===== config.mk =====
export PLATFORM = sky130hd
export DESIGN_NAME = uart_rx
export DESIGN_NICKNAME = d
export VERILOG_FILES = /design/src/rtl/uart_pkg.sv /design/src/rtl/sync_2ff.sv /design/src/rtl/uart_rx.sv
export SDC_FILE = /design/constraint.sdc
export NUM_CORES = 1
export LEC_CHECK = 0
export CAP_MARGIN = 40
export CORE_MARGIN = 2
export CORE_UTILIZATION = 50
export CTS_BUF_LIST = sky130_fd_sc_hd__clkbuf_4 sky130_fd_sc_hd__clkbuf_8
export CTS_CLUSTER_DIAMETER = 150
export DETAILED_ROUTE_END_ITERATION = 10
export GPL_ROUTABILITY_DRIVEN = 0
export GPL_TIMING_DRIVEN = 0
export PLACE_DENSITY = 0.68
export SYNTH_ARGS = -nofsm -noshare
export SYNTH_HDL_FRONTEND = slang
export SYNTH_SLANG_ARGS = --single-unit

===== constraint.sdc =====
create_clock -name clk -period 2.41 [get_ports clk]
set_input_delay 0.482 -clock clk [delete_from_list [all_inputs] [get_ports clk]]
set_output_delay 0.482 -clock clk [all_outputs]
set_load 0.005 [all_outputs]

===== src/rtl/uart_pkg.sv =====
// Shared definitions for the UART blocks: receiver state encoding and frame size.
// The transmitter reuses this package, so keep the encodings stable.
package uart_pkg;

  // Payload bits per 8N1 frame
  localparam int DATA_BITS = 8;

  // Width of the data-bit index counter
  localparam int BIT_IDX_W = $clog2(DATA_BITS);

  // Receiver FSM states, 3-bit encoding
  typedef enum logic [2:0] {
    IDLE  = 3'd0,
    START = 3'd1,
    DATA  = 3'd2,
    STOP  = 3'd3,
    BREAK = 3'd4
  } uart_state_e;

endpackage


===== src/rtl/sync_2ff.sv =====
// Two-flop synchroniser for a single asynchronous input.
// Both flops reset to RST_VAL so the output shows a known level straight out of reset.
module sync_2ff #(
  parameter logic RST_VAL = 1'b1
) (
  input  logic clk,
  input  logic rst_n,
  input  logic d,
  output logic q
);

  logic meta_r;
  logic sync_r;

  // Capture the asynchronous input and let any metastability settle in the first flop
  always_ff @(posedge clk or negedge rst_n) begin
    if (!rst_n) begin
      meta_r <= RST_VAL;
      sync_r <= RST_VAL;
    end else begin
      meta_r <= d;
      sync_r <= meta_r;
    end
  end

  assign q = sync_r;

endmodule


===== src/rtl/uart_rx.sv =====
// 8N1 UART receiver. The line is synchronised, a start bit is confirmed at its
// centre, then each data bit and the stop bit are sampled one bit period apart.
// A low stop bit reports a framing error and waits for the line to return high.
module uart_rx
  import uart_pkg::*;
#(
  parameter int CLK_FREQ  = 100_000_000,
  parameter int BAUD_RATE = 9600
) (
  input  logic       clk,
  input  logic       rst_n,
  input  logic       rx,
  output logic [7:0] received_byte,
  output logic       rx_done,
  output logic       frame_err,
  output logic       busy
);

  localparam int CLKS_PER_BIT = CLK_FREQ / BAUD_RATE;
  localparam int HALF_BIT     = CLKS_PER_BIT / 2;
  localparam int CNT_W        = $clog2(CLKS_PER_BIT);

  localparam logic [CNT_W-1:0]     BIT_LAST  = CNT_W'(CLKS_PER_BIT - 1);
  localparam logic [CNT_W-1:0]     HALF_LAST = CNT_W'(HALF_BIT - 1);
  localparam logic [BIT_IDX_W-1:0] IDX_LAST  = BIT_IDX_W'(DATA_BITS - 1);

  // Below four clocks per bit the half-bit centring has no room to work
  if (CLKS_PER_BIT < 4) begin : g_cfg_check
    $error("uart_rx: CLKS_PER_BIT must be at least 4");
  end

  logic                 rx_s;
  uart_state_e          state_r;
  logic [CNT_W-1:0]     clk_cnt_r;
  logic [BIT_IDX_W-1:0] bit_idx_r;
  logic [DATA_BITS-1:0] shreg_r;

  // Idle level is high, so the synchroniser resets high to avoid a false start
  sync_2ff #(
    .RST_VAL (1'b1)
  ) u_rx_sync (
    .clk   (clk),
    .rst_n (rst_n),
    .d     (rx),
    .q     (rx_s)
  );

  // Frame FSM with bit-period counter, shift register and registered outputs
  always_ff @(posedge clk or negedge rst_n) begin
    if (!rst_n) begin
      state_r       <= IDLE;
      clk_cnt_r     <= '0;
      bit_idx_r     <= '0;
      shreg_r       <= '0;
      received_byte <= 8'h00;
      rx_done       <= 1'b0;
      frame_err     <= 1'b0;
      busy          <= 1'b0;
    end else begin
      rx_done   <= 1'b0;
      frame_err <= 1'b0;
      case (state_r)
        IDLE: begin
          clk_cnt_r <= '0;
          if (!rx_s) begin
            state_r <= START;
            busy    <= 1'b1;
          end else begin
            busy    <= 1'b0;
          end
        end

        START: begin
          if (clk_cnt_r == HALF_LAST) begin
            clk_cnt_r <= '0;
            if (!rx_s) begin
              state_r   <= DATA;
              bit_idx_r <= '0;
            end else begin
              // Line went back high before mid-start: treat as a glitch
              state_r <= IDLE;
              busy    <= 1'b0;
            end
          end else begin
            clk_cnt_r <= clk_cnt_r + CNT_W'(1);
          end
        end

        DATA: begin
          if (clk_cnt_r == BIT_LAST) begin
            clk_cnt_r          <= '0;
            shreg_r[bit_idx_r] <= rx_s;
            if (bit_idx_r == IDX_LAST) begin
              state_r <= STOP;
            end else begin
              bit_idx_r <= bit_idx_r + BIT_IDX_W'(1);
            end
          end else begin
            clk_cnt_r <= clk_cnt_r + CNT_W'(1);
          end
        end

        STOP: begin
          if (clk_cnt_r == BIT_LAST) begin
            clk_cnt_r <= '0;
            if (rx_s) begin
              received_byte <= shreg_r;
              rx_done       <= 1'b1;
              state_r       <= IDLE;
              busy          <= 1'b0;
            end else begin
              // Keep the last good byte; hold off until the line recovers
              frame_err <= 1'b1;
              state_r   <= BREAK;
            end
          end else begin
            clk_cnt_r <= clk_cnt_r + CNT_W'(1);
          end
        end

        BREAK: begin
          clk_cnt_r <= '0;
          if (rx_s) begin
            state_r <= IDLE;
            busy    <= 1'b0;
          end else begin
            state_r <= BREAK;
          end
        end

        default: begin
          state_r   <= IDLE;
          clk_cnt_r <= '0;
          bit_idx_r <= '0;
          busy      <= 1'b0;
        end
      endcase
    end
  end

endmodule


==> flow_metrics.tcl <==
set metrics [dict create \
    status "complete, no violations" \
    layout-drive-gt1-share_pct 19.4 \
    cts_tree "built" \
    period_needed_ns 2.11 \
    p_per_area_nw_per_um2 485 \
    syn_avg_cell_area_um2 11.2 \
    crit_family "simple AND/OR/NAND/NOR gates" \
    post_cts_buffers 0 \
    wl_met1_um 1590 \
    grt_use_total_pct 18.8 \
    timing.hold.ws_ns 0.155 \
    peakVddDrop_v 0.000415 \
    ctsHoldBuffers 0 \
    finalCritPeriodShare_pct 87.6 \
    vias_per_cell 5.71 \
    clk_root_buffer_cell "clkbuf_8" \
    crit_fanout 5 \
    synthArstFlopShare_pct 100 \
    synth_seq_cells 41 \
    cts_made_buffers 5 \
    arrival_ns 2.29 \
    max_freq_mhz 473 \
    max_cap_viol_count 0 \
    synth_edf_count 0 \
    final_common_cell "dfrtp_1" \
    worst-slew-pin-transition_ns 0.679 \
    antenna_cells 0 \
    critical_path_class "register to register" \
    fin_util_pct 59.5 \
    route.detailed.drc 0 \
    firstDrtPassIters 4 \
    fin_tns_setup_ns 0 \
    startpoint_type "register" \
    path_buf_inv 0 \
    cp_data_required_time_ns 2.59 \
    fp.dieH_um 68.2 \
    setup_viol 0 \
    relSlewSlack_pct 54.7 \
    antenna_found_initial 0 \
    cts_resized 0 \
    cts_sinks 41 \
    core_area_um2 3970 \
    yosysSeqAreaShare_pct 49.9 \
    netlist_instances 184 \
    grt_max_degree 23 \
    route.met3.wl_um 109 \
    grt_pass1_wl_um 6420 \
    wl_per_cell_um 15.0 \
    grt_overflow_total 0 \
    final_nets 211 \
    reg2reg_slack_ns 0.30 \
    r2r_end "shreg_r[5]" \
    synth.distinct_cells 47 \
    finalMaxSlewViolations 0 \
    syn_nets 190 \
    hold_class "primary input to async pin" \
    cts_max_path_buffers 2 \
    portBuffers 13 \
    cp_slowest_cell "nor4_1" \
    final_antenna_net_count 0 \
    die_area_um2 4650 \
    wirelength_um 3850 \
    initial_core_util_pct 51.9 \
    rows 23 \
    synth-warning-count 0 \
    p_leak_nw 1.02 \
    reg2regPathDepth 5 \
    area_growth_pct 14.6 \
    drt_iter0_drc 90 \
    fp.dieW_um 68.2 \
    dr_total_vias 1462 \
    hold_viol 0 \
    insertion_delay_ns 0.29 \
    rsz0062_at_grt "false" \
    fin_worst_skew_ns 0.00544 \
    ios 14 \
    crit_path_cell_trace "ha_1 -> and3_1 -> nand4_1 -> nor4_1 -> mux2_2" \
    syn-cell-area_um2 2060 \
    grt_pass1_vias 1439 \
    synth_ff_type "dfrtp_1" \
    cts_htree_levels 2 \
    top_layer_used "met4" \
    max_stage_delay_ns 0.44 \
    dp_hpwl_um 2940 \
    final_cell_mix "dfrtp_1, nor2_1, mux2_2, clkdlybuf4s50_1, nand2_1" \
    dr_wl_met2_um 2090 \
    endpoint_kind "register" \
    timing.rr.start "clk_cnt_r[0]" \
    path_clk_slew_ns 0.08 \
]
-- worst max-delay path by stage --
stage / from / slack, ns / cells after the start / to
2_1_floorplan: clk_cnt_r[0] / 0.57 / 6 / shreg_r[6]
3_3_place_gp: rst_n / -0.08 / 1 / clk_cnt_r[8]
3_5_place_dp: clk_cnt_r[0] / 0.31 / 5 / shreg_r[5]
4_1_cts: clk_cnt_r[0] / 0.29 / 5 / shreg_r[5]
5_1_grt: clk_cnt_r[0] / 0.12 / 5 / shreg_r[5]
6_report: clk_cnt_r[0] / 0.30 / 5 / shreg_r[5]
-- kinds of logic after synthesis --
kind of cell               count (synthesis)  synth area share (%)
xor gates and xnor gates                  11                  4.68
DFF                                       41                  49.9
buffers and inverters                     15                  3.64
and+or+nand+nor                           77                  23.6
adders and majority gates                  3                  1.82
AOI/OAI and AO/OA                         20                  7.10
muxes                                     17                  9.29
-- layer usage --
layer,up-vias,GRT usage [%]
li1,713,-
met1,725,21.0
met2,18,34.3
met3,6,4.93
met4,0,6.50
met5,-,0
-- synthesized netlist by cell type, drive strengths merged (6+ instances only) --
cell | instances | area, um^2
dfrtp | 39 | 976
nor2 | 18 | 75.1
mux2 | 17 | 191
nand2 | 11 | 41.3
clkbuf | 6 | 23.8
nand3 | 6 | 30.0
nor4 | 6 | 52.6
o211ai | 6 | 45.0
xor2 | 6 | 52.6
-- sequential cells by signal, indices dropped and copies added (netlist names) --
name / flops
busy: 1
u_rx_sync.q: 1
received_byte: 8
frame_err: 1
u_rx_sync.meta_r: 1
bit_idx_r: 3
rx_done: 1
state_r: 3
shreg_r: 8
clk_cnt_r: 14
-- stage by stage --
step	instances	instance area (um^2)	power (W)	worst slack, ns
after floorplan	184	2060	0.000710	0.568
after global placement	247	2250	0.000728	-0.0825
after detailed placement	248	2280	0.000733	0.312
after CTS	256	2360	0.00117	0.293
after global routing	256	2360	0.00120	0.124
final	256	2360	0.00115	0.298
-- power by group --
part	switching [W]	total (W)	leakage, nW	internal [W]
Sequential	0.00000145	0.000692	0.546	0.000691
Combinational	0.0000177	0.0000263	0.425	0.00000863
Clock	0.000228	0.000427	0.0439	0.000199
Total	0.000247	0.00115	1.02	0.000899
-- cell type report --
cell class / count / area [um^2]
multi-input cells: 128 / 957
flip-flops and latches: 41 / 1030
repair buffers: 14 / 153
fillers: 339 / 1610
clock inverters: 3 / 17.5
inverters: 5 / 18.8
plain buffers: 10 / 56.3
clock buffers: 5 / 68.8
well taps: 50 / 62.6
(Power assumes the default switching activity.)
